**config.mk**
```make
export PLATFORM = sky130hd
export DESIGN_NAME = mult_div_sequencer
export DESIGN_NICKNAME = d
export VERILOG_FILES = /design/src/rtl/mult_div_sequencer_pkg.sv /design/src/rtl/mult_div_sequencer.sv
export SDC_FILE = /design/constraint.sdc
export NUM_CORES = 1
export LEC_CHECK = 0
export CAP_MARGIN = 20
export CORE_UTILIZATION = 40
export DETAILED_ROUTE_END_ITERATION = 10
export PLACE_DENSITY = 0.66
export SLEW_MARGIN = 20
export SYNTH_ARGS = -nofsm -noshare
export SYNTH_HDL_FRONTEND = slang
export SYNTH_SLANG_ARGS = --single-unit
export TNS_END_PERCENT = 30
```
**constraint.sdc**
```tcl
create_clock -name clk -period 11.77 [get_ports clk]
set_input_delay 3.531 -clock clk [delete_from_list [all_inputs] [get_ports clk]]
set_output_delay 3.531 -clock clk [all_outputs]
set_load 0.01 [all_outputs]
```
**src/rtl/mult_div_sequencer_pkg.sv**
```systemverilog
// Shared definitions for the MULT/DIV sequencer: FSM state encoding,
// operation kind, default sizing and the funct codes that select it.
package mult_div_sequencer_pkg;

  localparam int DEFAULT_WIDTH = 32;
  localparam int DEFAULT_CNT_W = 6;

  localparam logic [5:0] FUNCT_MULT = 6'h18;
  localparam logic [5:0] FUNCT_DIV  = 6'h1a;

  typedef enum logic [2:0] {
    S_IDLE     = 3'd0,
    S_MULT_RUN = 3'd1,
    S_DIV_RUN  = 3'd2,
    S_FIX_SIGN = 3'd3,
    S_DONE     = 3'd4,
    S_DIV0     = 3'd5
  } state_t;

  typedef enum logic {
    OP_MULT = 1'b0,
    OP_DIV  = 1'b1
  } op_t;

  // Lets the decoder ask whether an R-type funct belongs to this unit.
  function automatic logic is_muldiv_funct(input logic [5:0] funct);
    return (funct == FUNCT_MULT) || (funct == FUNCT_DIV);
  endfunction

endpackage

```
**src/rtl/mult_div_sequencer.sv**
```systemverilog
// Iterative signed MULT/DIV sequencer. Works on operand magnitudes
// (shift-add multiply, restoring divide, one bit per cycle) and fixes
// the signs in a single cycle before loading HI/LO.
module mult_div_sequencer
  import mult_div_sequencer_pkg::*;
#(
  parameter int WIDTH = DEFAULT_WIDTH,
  parameter int CNT_W = DEFAULT_CNT_W
) (
  input  logic             clk,
  input  logic             reset,
  input  logic             start_mult,
  input  logic             start_div,
  input  logic [WIDTH-1:0] a,
  input  logic [WIDTH-1:0] b,
  output logic             busy,
  output logic             done,
  output logic             div_zero,
  output logic             hi_write,
  output logic             lo_write,
  output logic [WIDTH-1:0] hi_out,
  output logic [WIDTH-1:0] lo_out
);

  localparam int W2 = 2 * WIDTH;
  localparam logic [CNT_W-1:0] LAST_CNT = CNT_W'(WIDTH - 1);

  state_t state;
  state_t state_next;

  op_t              op;
  logic             sign_a;
  logic             sign_b;
  logic [CNT_W-1:0] cnt;
  logic [W2-1:0]    mcand;
  logic [WIDTH-1:0] opb;
  logic [W2-1:0]    acc;

  // Unsigned magnitude; the most negative value maps onto itself, which
  // is exactly its magnitude when read back as unsigned.
  function automatic logic [WIDTH-1:0] magnitude(input logic [WIDTH-1:0] v);
    return v[WIDTH-1] ? -v : v;
  endfunction

  // One restoring-division step on {remainder, quotient}: shift left,
  // try subtracting the divisor, keep the result only if it fits.
  function automatic logic [W2-1:0] restore_step(input logic [W2-1:0]    rq,
                                                 input logic [WIDTH-1:0] d);
    logic [WIDTH:0] partial;
    logic [WIDTH:0] diff;
    partial = rq[W2-1:WIDTH-1];
    diff    = partial - {1'b0, d};
    if (diff[WIDTH]) begin
      return {rq[W2-2:0], 1'b0};
    end
    return {diff[WIDTH-1:0], rq[WIDTH-2:0], 1'b1};
  endfunction

  // Converts the unsigned result back to signed form: the product takes
  // sign_a^sign_b, the quotient likewise, the remainder follows the dividend.
  function automatic logic [W2-1:0] apply_signs(input op_t           o,
                                                input logic          sa,
                                                input logic          sb,
                                                input logic [W2-1:0] r);
    logic [WIDTH-1:0] q;
    logic [WIDTH-1:0] rem;
    if (o == OP_MULT) begin
      return (sa ^ sb) ? -r : r;
    end
    q   = r[WIDTH-1:0];
    rem = r[W2-1:WIDTH];
    if (sa ^ sb) q = -q;
    if (sa) rem = -rem;
    return {rem, q};
  endfunction

  // State register; reset abandons any operation in flight.
  always_ff @(posedge clk or posedge reset) begin
    if (reset) begin
      state <= S_IDLE;
    end else begin
      state <= state_next;
    end
  end

  // Next-state decode plus Moore status outputs.
  always_comb begin
    state_next = state;
    busy       = (state != S_IDLE);
    done       = 1'b0;
    div_zero   = 1'b0;
    case (state)
      S_IDLE: begin
        if (start_mult) begin
          state_next = S_MULT_RUN;
        end else if (start_div) begin
          state_next = (b == '0) ? S_DIV0 : S_DIV_RUN;
        end
      end
      S_MULT_RUN, S_DIV_RUN: begin
        if (cnt == LAST_CNT) begin
          state_next = S_FIX_SIGN;
        end
      end
      S_FIX_SIGN: state_next = S_DONE;
      S_DONE: begin
        done       = 1'b1;
        state_next = S_IDLE;
      end
      S_DIV0: begin
        div_zero   = 1'b1;
        state_next = S_IDLE;
      end
      default: state_next = S_IDLE;
    endcase
  end

  assign hi_write = done;
  assign lo_write = done;

  // Datapath: latch operands on accept, iterate, and load HI/LO only
  // in the sign-fix cycle so they stay stable during the next run.
  always_ff @(posedge clk or posedge reset) begin
    if (reset) begin
      op     <= OP_MULT;
      sign_a <= 1'b0;
      sign_b <= 1'b0;
      cnt    <= '0;
      mcand  <= '0;
      opb    <= '0;
      acc    <= '0;
      hi_out <= '0;
      lo_out <= '0;
    end else begin
      case (state)
        S_IDLE: begin
          if (start_mult || start_div) begin
            op     <= start_mult ? OP_MULT : OP_DIV;
            sign_a <= a[WIDTH-1];
            sign_b <= b[WIDTH-1];
            cnt    <= '0;
            opb    <= magnitude(b);
            if (start_mult) begin
              mcand <= {{WIDTH{1'b0}}, magnitude(a)};
              acc   <= '0;
            end else begin
              mcand <= '0;
              acc   <= {{WIDTH{1'b0}}, magnitude(a)};
            end
          end
        end
        S_MULT_RUN: begin
          if (opb[0]) begin
            acc <= acc + mcand;
          end
          mcand <= mcand << 1;
          opb   <= opb >> 1;
          cnt   <= cnt + CNT_W'(1);
        end
        S_DIV_RUN: begin
          acc <= restore_step(acc, opb);
          cnt <= cnt + CNT_W'(1);
        end
        S_FIX_SIGN: begin
          {hi_out, lo_out} <= apply_signs(op, sign_a, sign_b, acc);
        end
        default: ;
      endcase
    end
  end

endmodule

```
==> results.md <==
- Most common cell in the netlist: nand2_1
- Buffers on Ports: 136
- Prevailing post-synth register cell: dfrtp_1
- Clock Power Share: between 10 and 15%
- Syn avg cell area: 8.08 um^2
- Tmin final: 6.95 ns
- Total negative slack: 0 ns
- Setup Crit Path Kind: input pin to register
- Antenna viol nets, final: 0
- Layout Cell Area excl Fill: 20800 um^2
- Grt total ovfl: 0
- Flop pwr share: 24.4%
- Lkg Pwr: 9.24 nW
- Final net count: 2464
- TritonRoute pass-1 iters: 6
- Switching share of power: 49.4%
- Skew-Pair Late Insertion Delay: 0.57 ns
- HPWL after DPL: ~41 mm
- Max Slew Vio Count: 0
- Number of gates resized after cts: 0
- Final Wtd Congestion: 0.903
- Count of cell types in the netlist: 73
- Routed WL per cell: 18.8 um
- Setup violations, final: 0
- Fraction of registers with async set/reset: 100%
- 1st-iter DRT viols: 1478
- Final WS setup: 4.82 ns
- CTS sink cnt: 236
- Post-route DRC: 0
- Mapped Nets: 2417
- Synth Register Bits: 236
- WHS: 0.476 ns
- Synth area leader: dfrtp_1
- Count of final hold-check violations: 0
- Critical path data required time: 12.20 ns
- Syn-to-layout area delta: 14.8%
- Final Cycle Share: 59.0%
- RSZ-0062 raised after global routing: false
- Hold buffers post-CTS: 0
- Worst Path Max Fanout: 5
- Post-synth EDFFs: 0
- Vias per Instance: a little under 6
- Initial Utilization: about two fifths
- Fmax: 0.144 GHz
- First-pass GRT wire length: ~89 mm
- Pin count of the biggest net entering global routing: about 130
- Initial antenna violation count: 0
- Worst rel slew slack: 40.7%
- Die height: 215 um
- WP data arrival: 7.37 ns
- PD cells: 313 nW/um^2
- CTS buffer count: 27
- Die area: ~46000 um^2
- Area post-placement: 19900 um^2
- Final Util: 46.8%
- Die span in x: 215 um
- Postcts setup bufs: 0
- Core Footprint: 44500 um^2
- H-tree Lvls: 1
- Final WL: 54.6 mm
- Status: finished clean
- CTS tree: built
- Syn. warnings: 0
- Synth top area share: between 30% and 40%
- Max-cap viol count: 0
- Pre-CTS WS: 4.27 ns
- Seq/Total Area, Yosys: approximately a third
- Bufs on Longest Clock Path: 3
- Vias in the first global route: 16166
- Root Buffer: clkbuf_16
- NetSw: 0.00323 W
- Share of cells above drive strength 1: under 10%
- Clock Skews: approximately 0.017 ns
- Worst vdd ir: 0.150 mV
- Tightest Hold Check Type: register to register
- Setup crit start kind: input pin
- Syn Inst Count: 2247
- Cell area after synthesis: between 15000 and 20000 um^2
- CTS clk-pin slew, worst paths: 0.06 ns
- Commonest cells in the netlist: nand2_1, dfrtp_1, o21ai_0
- Synth area leaders: dfrtp_1, ha_1, o21ai_0, nand2_1, xor2_1
- Worst-Margin Slew: approximately 0.89 ns
- Comb power frac: about 62%
- Vias after detailed routing: 16981
- Gr usage total: 23.3%
- Row cnt: 77
- Internal power: 0.00331 W
- Ports: 137
- Worst setup EP type: register
- # diodes: 0
worst max-delay path, stage by stage:
cell and delay [ns]:
clkdlybuf4s50_1 0.45, or3_1 0.47, or4_1 0.50, or3_1 0.47, or3_1 0.46, or4_1 0.61
o41ai_2 0.27, xor2_1 0.23, nor2_1 0.06, a221oi_1 0.23, o21ai_1 0.09
cell families (layout without fill, tap and decap cells):
group	Yosys count	after routing	synth area share, %
simple gates	737	737	18.9
compound gates	731	731	25.3
flops	236	236	32.5
xor+xnor	205	205	9.89
buf+inv	205	273	4.48
fa+ha+maj	102	102	7.11
mux	31	31	1.74
per-layer routing:
layer	routed length, um	track usage [%]	up-vias
met4	993	5.32	0
met3	4280	3.64	77
met5	0	0	-
met1	26200	35.2	8028
met2	23100	34.8	607
li1	-	-	8269
power groups by stage:
stage	sequential [W]	clock [W]	combinational [W]
3_3_place_gp	0.00158	0	0.00396
3_5_place_dp	0.00159	0	0.00401
2_1_floorplan	0.00145	0	0.00300
4_1_cts	0.00158	0.000902	0.00404
5_1_grt	0.00164	0.000933	0.00453
6_report	0.00159	0.000882	0.00406
final timing paths:
path                            startpoint          to  slack [ns]  cells past startpoint
worst max-delay path                  a[2]     acc[29]        4.82                     11
worst min-delay path            hi_out[23]  hi_out[23]        0.48                      2
worst max register to register      acc[0]     acc[62]        7.05                     13
worst min register to register  hi_out[23]  hi_out[23]        0.48                      2
max in group asynchronous            reset  lo_out[17]        7.00                      3
min in group asynchronous            reset  hi_out[30]        3.50                      2
state kept, by name, summed over array words and instances (netlist names), 3 cells and up:
register	count
acc	64
cnt	6
hi_out	32
lo_out	32
mcand	64
opb	32
state	3
through the flow:
step / power [W] / cells
after CTS: 0.00652 / 2907
after global placement: 0.00554 / 2857
final: 0.00653 / 2907
after floorplan: 0.00444 / 2247
after global routing: 0.00711 / 2907
after detailed placement: 0.00561 / 2857
final cells by class:
type / count / area (um^2)
Fill cell: 4395 / 23700
Multi-Input combinational cell: 1806 / 11500
Sequential cell: 236 / 5910
Timing Repair Buffer: 154 / 1500
Clock buffer: 34 / 752
Tap cell: 592 / 741
Inverter: 69 / 267
Clock inverter: 16 / 175
cells in the final DEF (no fill, tap or decap), types with 17 or more instances in the layout:
master and n:
nand2_1 302, dfrtp_1 236, o21ai_0 230, a21oi_1 169, nor2_1 151, clkdlybuf4s50_1 136, xor2_1 117, ha_1 100
xnor2_1 86, inv_1 68, nand3_1 65, a22oi_1 46, a21o_1 44, nor3_1 38, o31ai_1 33, or3_1 29
mux2i_1 27, clkbuf_16 27, nand4_1 25, a31oi_1 23, and3_1 22, o22ai_1 22, a211oi_1 19, o211ai_1 19
a221o_1 19, nand2b_1 17, a221oi_1 17, buf_4 17
Note: power is estimated with default switching activity, not from simulation.
